File: src/rtl/collision_check_pkg.sv
// Shared definitions for the piece-legality path: playfield geometry defaults,
// checker state encoding and the packed-cell slicing helper.
package collision_check_pkg;

  localparam int CC_WIDTH   = 8;
  localparam int CC_FIELD_W = 10;
  localparam int CC_FIELD_H = 20;

  typedef enum logic [1:0] {
    IDLE  = 2'd0,
    ISSUE = 2'd1,
    WAIT  = 2'd2,
    DONE  = 2'd3
  } cc_state_t;

  // Field i of a packed four-cell vector; cell 0 occupies the MSBs.
  function automatic logic [CC_WIDTH-1:0] cell_slice(
    input logic [4*CC_WIDTH-1:0] vec,
    input logic [1:0]            i
  );
    return vec[(3 - int'(i))*CC_WIDTH +: CC_WIDTH];
  endfunction

endpackage

File: src/rtl/collision_check_cell_select.sv
// Picks the coordinates of the cell under test and flags it when it lies
// outside the playfield. Underflowed coordinates land in the out-of-bounds case
// because coordinates are treated as unsigned.
module cell_select
  import collision_check_pkg::*;
#(
  parameter int WIDTH   = CC_WIDTH,
  parameter int FIELD_W = CC_FIELD_W,
  parameter int FIELD_H = CC_FIELD_H
) (
  input  logic [4*WIDTH-1:0] x_vec,
  input  logic [4*WIDTH-1:0] y_vec,
  input  logic [1:0]         idx,
  output logic [WIDTH-1:0]   x_sel,
  output logic [WIDTH-1:0]   y_sel,
  output logic               oob
);

  localparam logic [WIDTH-1:0] X_LIM = WIDTH'(FIELD_W);
  localparam logic [WIDTH-1:0] Y_LIM = WIDTH'(FIELD_H);

  // Index mux (cell 0 at the MSBs) and bounds compare.
  always_comb begin
    x_sel = x_vec[(3 - int'(idx))*WIDTH +: WIDTH];
    y_sel = y_vec[(3 - int'(idx))*WIDTH +: WIDTH];
    oob   = (x_sel >= X_LIM) || (y_sel >= Y_LIM);
  end

endmodule

File: src/rtl/collision_check.sv
// Sequential legality check of a four-cell piece position: each cell is tested
// against the playfield bounds and then against its board row, stopping at the
// first collision. Outputs are decoded purely from registered state.
module collision_check
  import collision_check_pkg::*;
#(
  parameter int WIDTH   = CC_WIDTH,
  parameter int FIELD_W = CC_FIELD_W,
  parameter int FIELD_H = CC_FIELD_H
) (
  input  logic               clk,
  input  logic               rst_n,
  input  logic               start,
  input  logic [4*WIDTH-1:0] rho_x,
  input  logic [4*WIDTH-1:0] rho_y,
  output logic               row_rd_en,
  output logic [WIDTH-1:0]   row_addr,
  input  logic [FIELD_W-1:0] row_data,
  output logic               busy,
  output logic               done,
  output logic               collide
);

  localparam int XI_W = (FIELD_W > 1) ? $clog2(FIELD_W) : 1;

  cc_state_t          state;
  cc_state_t          state_nxt;
  logic [1:0]         idx;
  logic [4*WIDTH-1:0] x_lat;
  logic [4*WIDTH-1:0] y_lat;
  logic               collide_q;
  logic [WIDTH-1:0]   x_sel;
  logic [WIDTH-1:0]   y_sel;
  logic               oob;
  logic               hit;
  logic               accept;

  assign accept = (state == IDLE) && start;

  cell_select #(
    .WIDTH  (WIDTH),
    .FIELD_W(FIELD_W),
    .FIELD_H(FIELD_H)
  ) u_cell_select (
    .x_vec(x_lat),
    .y_vec(y_lat),
    .idx  (idx),
    .x_sel(x_sel),
    .y_sel(y_sel),
    .oob  (oob)
  );

  // Only consulted in WAIT, where x_sel is known to be inside the row.
  assign hit = row_data[x_sel[XI_W-1:0]];

  // Next-state decode: bounds test in ISSUE, board test in WAIT.
  always_comb begin
    state_nxt = state;
    case (state)
      IDLE:    if (start) state_nxt = ISSUE;
      ISSUE:   state_nxt = oob ? DONE : WAIT;
      WAIT:    state_nxt = (hit || (idx == 2'd3)) ? DONE : ISSUE;
      DONE:    state_nxt = IDLE;
      default: state_nxt = IDLE;
    endcase
  end

  // State register; reset abandons any read in flight.
  always_ff @(posedge clk or negedge rst_n) begin
    if (!rst_n) state <= IDLE;
    else        state <= state_nxt;
  end

  // Cell index: restarts on an accepted request, advances after a clean read.
  always_ff @(posedge clk or negedge rst_n) begin
    if (!rst_n) begin
      idx <= 2'd0;
    end else if (accept) begin
      idx <= 2'd0;
    end else if ((state == WAIT) && !hit && (idx != 2'd3)) begin
      idx <= idx + 2'd1;
    end
  end

  // Result register: cleared on accept, set by either failure kind, held after DONE.
  always_ff @(posedge clk or negedge rst_n) begin
    if (!rst_n) begin
      collide_q <= 1'b0;
    end else if (accept) begin
      collide_q <= 1'b0;
    end else if (((state == ISSUE) && oob) || ((state == WAIT) && hit)) begin
      collide_q <= 1'b1;
    end
  end

  // Coordinate latches: data only, captured on accept so later input changes are ignored.
  always_ff @(posedge clk) begin
    if (accept) begin
      x_lat <= rho_x;
      y_lat <= rho_y;
    end
  end

  // Output decode from state and latched data only.
  always_comb begin
    row_rd_en = 1'b0;
    row_addr  = '0;
    busy      = 1'b0;
    done      = 1'b0;
    case (state)
      ISSUE: begin
        busy      = 1'b1;
        row_rd_en = !oob;
        row_addr  = oob ? '0 : y_sel;
      end
      WAIT:    busy = 1'b1;
      DONE:    done = 1'b1;
      default: ;
    endcase
  end

  assign collide = collide_q;

endmodule

File: config.mk
export PLATFORM = sky130hd
export DESIGN_NAME = collision_check
export DESIGN_NICKNAME = d
export VERILOG_FILES = /design/src/rtl/collision_check_pkg.sv /design/src/rtl/collision_check_cell_select.sv /design/src/rtl/collision_check.sv
export SDC_FILE = /design/constraint.sdc
export NUM_CORES = 1
export LEC_CHECK = 0
export ABC_CLOCK_PERIOD_IN_PS = 4900
export CORE_MARGIN = 2
export CORE_UTILIZATION = 49
export DETAILED_ROUTE_END_ITERATION = 8
export PLACE_DENSITY = 0.86
export SETUP_SLACK_MARGIN = 0.02
export SYNTH_ARGS = -nofsm -noshare
export SYNTH_HDL_FRONTEND = slang
export SYNTH_SLANG_ARGS = --single-unit
File: constraint.sdc
create_clock -name clk -period 4.9 [get_ports clk]
set_input_delay 0.98 -clock clk [delete_from_list [all_inputs] [get_ports clk]]
set_output_delay 0.98 -clock clk [all_outputs]
set_load 0.005 [all_outputs]
==> impl_metrics.yaml <==
clocking:
  clk_latency_ps: 340
  cts_tree: "built"
  path_clk_slew_ps: 70
  clockBufferDepth: 2
  numCtsBuffers: 9
  htree_levels: 3
  hold_buffers: 0
  cts_setup_buffers: 0
  cts-root-buf: "clkbuf_8"
  cts.sinks: 69
  ctsResizeCount: 0
power:
  ir_drop_mv: 0.267
  p_per_area_nw_per_um2: 462
  clkPwrFrac_pct: 27.2
  power_switching_uw: 499
  combPwrFrac_pct: 26.7
  p_seq_share_pct: 46.1
  p_int_mw: 1.31
  power.leakage_nw: 1.37
  swShare_pct: 27.7
routing:
  postRouteAntennaNets: 0
  drt_iter0_drc: 79
  wl_um: 5280
  drt_first_pass_iters: 4
  vias: 1650
  drc: 0
  vias_per_cell: 5.02
  wl_per_cell_um: 16.1
setup_path:
  cp-start-kind: "flop"
  crit_chain: "mux4_2 > or2_4 > a221oi_1 > nand3_1 > nor2_1 > and2_1 > clkdlybuf4s50_1"
  crit_type: "reg2out"
  crit_arrival_ps: 3330
  crit_slowest_cell: "dfrtp_1"
  required_ps: 3920
  critical-path-max-stage-delay_ps: 730
  endpoint_kind: "output pin"
  cp_max_fo: 17
synthesis:
  netlist_area_sq_um: 2780
  synth_area_per_cell_sq_um: 17.4
  ys.flop_type: "edfxtp_1"
  seq_area_frac_synth_pct: 73.6
  yosysWarnings: 0
  synth_edf_count: 64
  synth_cell_type_count: 35
  syn_inst: 160
  synthArstFlopShare_pct: 7.25
  synth-seq-cells: 69
  synth_area_leaders: "edfxtp_1 (69%), mux4_2 (4.9%), dfrtp_1 (4.5%)"
  yosysTopAreaCell: "edfxtp_1"
  synth_top_area_share_pct: 69.1
layout:
  multi_input_area_sq_um: 662
  final_nets: 335
  layout_commonest_cell: "clkdlybuf4s50_1"
  fin_util_pct: 71.0
  fill_cells: 362
  num_antenna_cells: 0
  most-common-layout-cells: "clkdlybuf4s50_1 (85), edfxtp_1 (64), clkbuf_8 (9), inv_1 (7), nor2_1 (7)"
  regArea_sq_um: 2050
  syn2layout_area_growth_pct: 40.5
  drive_above_1_share_pct: 9.34
floorplan:
  floorplan.initialDensity_pct: 50.5
  fp.dieArea_sq_um: 6290
  core_sq_um: 5510
  rows: 27
  die_x_um: 79.3
  die_y_um: 79.3
  ios: 89
place:
  dp_hpwl_um: 3960
  io_buffers: 85
  place.gp.congestion: 0.727
timing:
  finalHoldViolations: 0
  post-route-period-util_pct: 88.0
  setup_viol: 0
  fmax_mhz: 232
  slew_viol_final: 0
  rsz0062_at_grt: "no"
  finClkSkew_ps: 5.98
  worst_pin_slew_ps: 746
  max-slew-margin-rel_pct: 50.2
  fin_crit_ps: 4310
  final.setup.tns_ps: 0
grt:
  grt_pass1_wl_um: 8510
  grt_pass1_vias: 1798
  grt_antenna_before_repair: 0
  grt_max_degree: 37
  grtUsageTotal_pct: 18.8
  grt.overflow.total: 0
worst_hold_path:
  hold_class: "reg2reg"
run_status:
  status: "finished clean"
flow_run:
  drv_cap: 0
## Yosys cell counts (3+ instances only)
master / number
nand2_1: 6
and2_1: 5
dfrtp_1: 5
ha_1: 6
mux4_1: 3
a31oi_1: 3
buf_4: 3
nor4_1: 3
nor3_1: 3
mux4_2: 6
nor2_1: 7
mux2i_1: 4
clkbuf_1: 4
o21ai_0: 4
inv_1: 8
edfxtp_1: 64
a21oi_1: 4
## critical path, delay by kind of cell (launching register included)
family | cells | cell delay [ps]
simple gates | 4 | 970
flops | 1 | 730
buf+inv | 1 | 510
mux | 1 | 440
compound gates | 1 | 320
## layer usage
layer	vias to the layer above	track usage [%]	wire (um)
met5	-	0	0
met4	0	7.76	82
met3	9	5.45	251
met2	59	33.1	2880
met1	782	21.4	2070
li1	800	-	-
## worst paths after layout
check                               to     from  slack (ps)  cells after the start
max                        row_addr[2]   idx[1]         590                      7
min                            collide  collide         560                      2
max reg2reg                     idx[0]   idx[1]        2440                      6
min reg2reg                    collide  collide         560                      2
max in group asynchronous     state[0]    rst_n        3860                      1
min in group asynchronous      collide    rst_n         850                      1
## power by group through the flow
stage          sequential, mW  clock (mW)  combinational (mW)
2_1_floorplan           0.813           0               0.344
3_3_place_gp            0.841           0               0.472
3_5_place_dp            0.848           0               0.480
4_1_cts                 0.835       0.501               0.484
5_1_grt                 0.844       0.525               0.538
6_report                0.832       0.491               0.482
## logic make-up after synthesis
family                   Yosys count  share of synthesized area, %
buffers and inverters             16                          2.84
flip-flops                        69                          73.6
other                              1                         0.135
multiplexers                      13                          9.14
adder cells (fa/ha/maj)            6                          2.70
AND/OR/NAND/NOR                   34                          6.57
AO/OA/AOI/OAI                     21                          5.00
## cell type report
cell class | instances | area share (%)
Clock buffer | 9 | 3.17
Tap cell | 72 | 2.31
Timing Repair Buffer | 87 | 22.2
Sequential cell | 69 | 52.4
Inverter | 8 | 0.768
Clock inverter | 7 | 2.27
Multi-Input combinational cell | 77 | 16.9
## state kept, by name, summed over array words and instances (netlist names)
| name | cells |
|---|---|
| y_lat | 32 |
| state | 2 |
| x_lat | 32 |
| idx | 2 |
| collide | 1 |
## metrics by stage
step | hold slack (ps) | power, mW | std cells | area [sq um] | worst slack [ps]
after floorplan | 522 | 1.16 | 162 | 2790 | 1860
after CTS | 554 | 1.82 | 329 | 3910 | 522
final | 556 | 1.81 | 329 | 3910 | 587
after detailed placement | 543 | 1.33 | 313 | 3690 | 915
after global placement | 531 | 1.31 | 313 | 3690 | 999
after global routing | 583 | 1.91 | 329 | 3910 | 325
No activity file was read; power rests on OpenSTA's default activity.
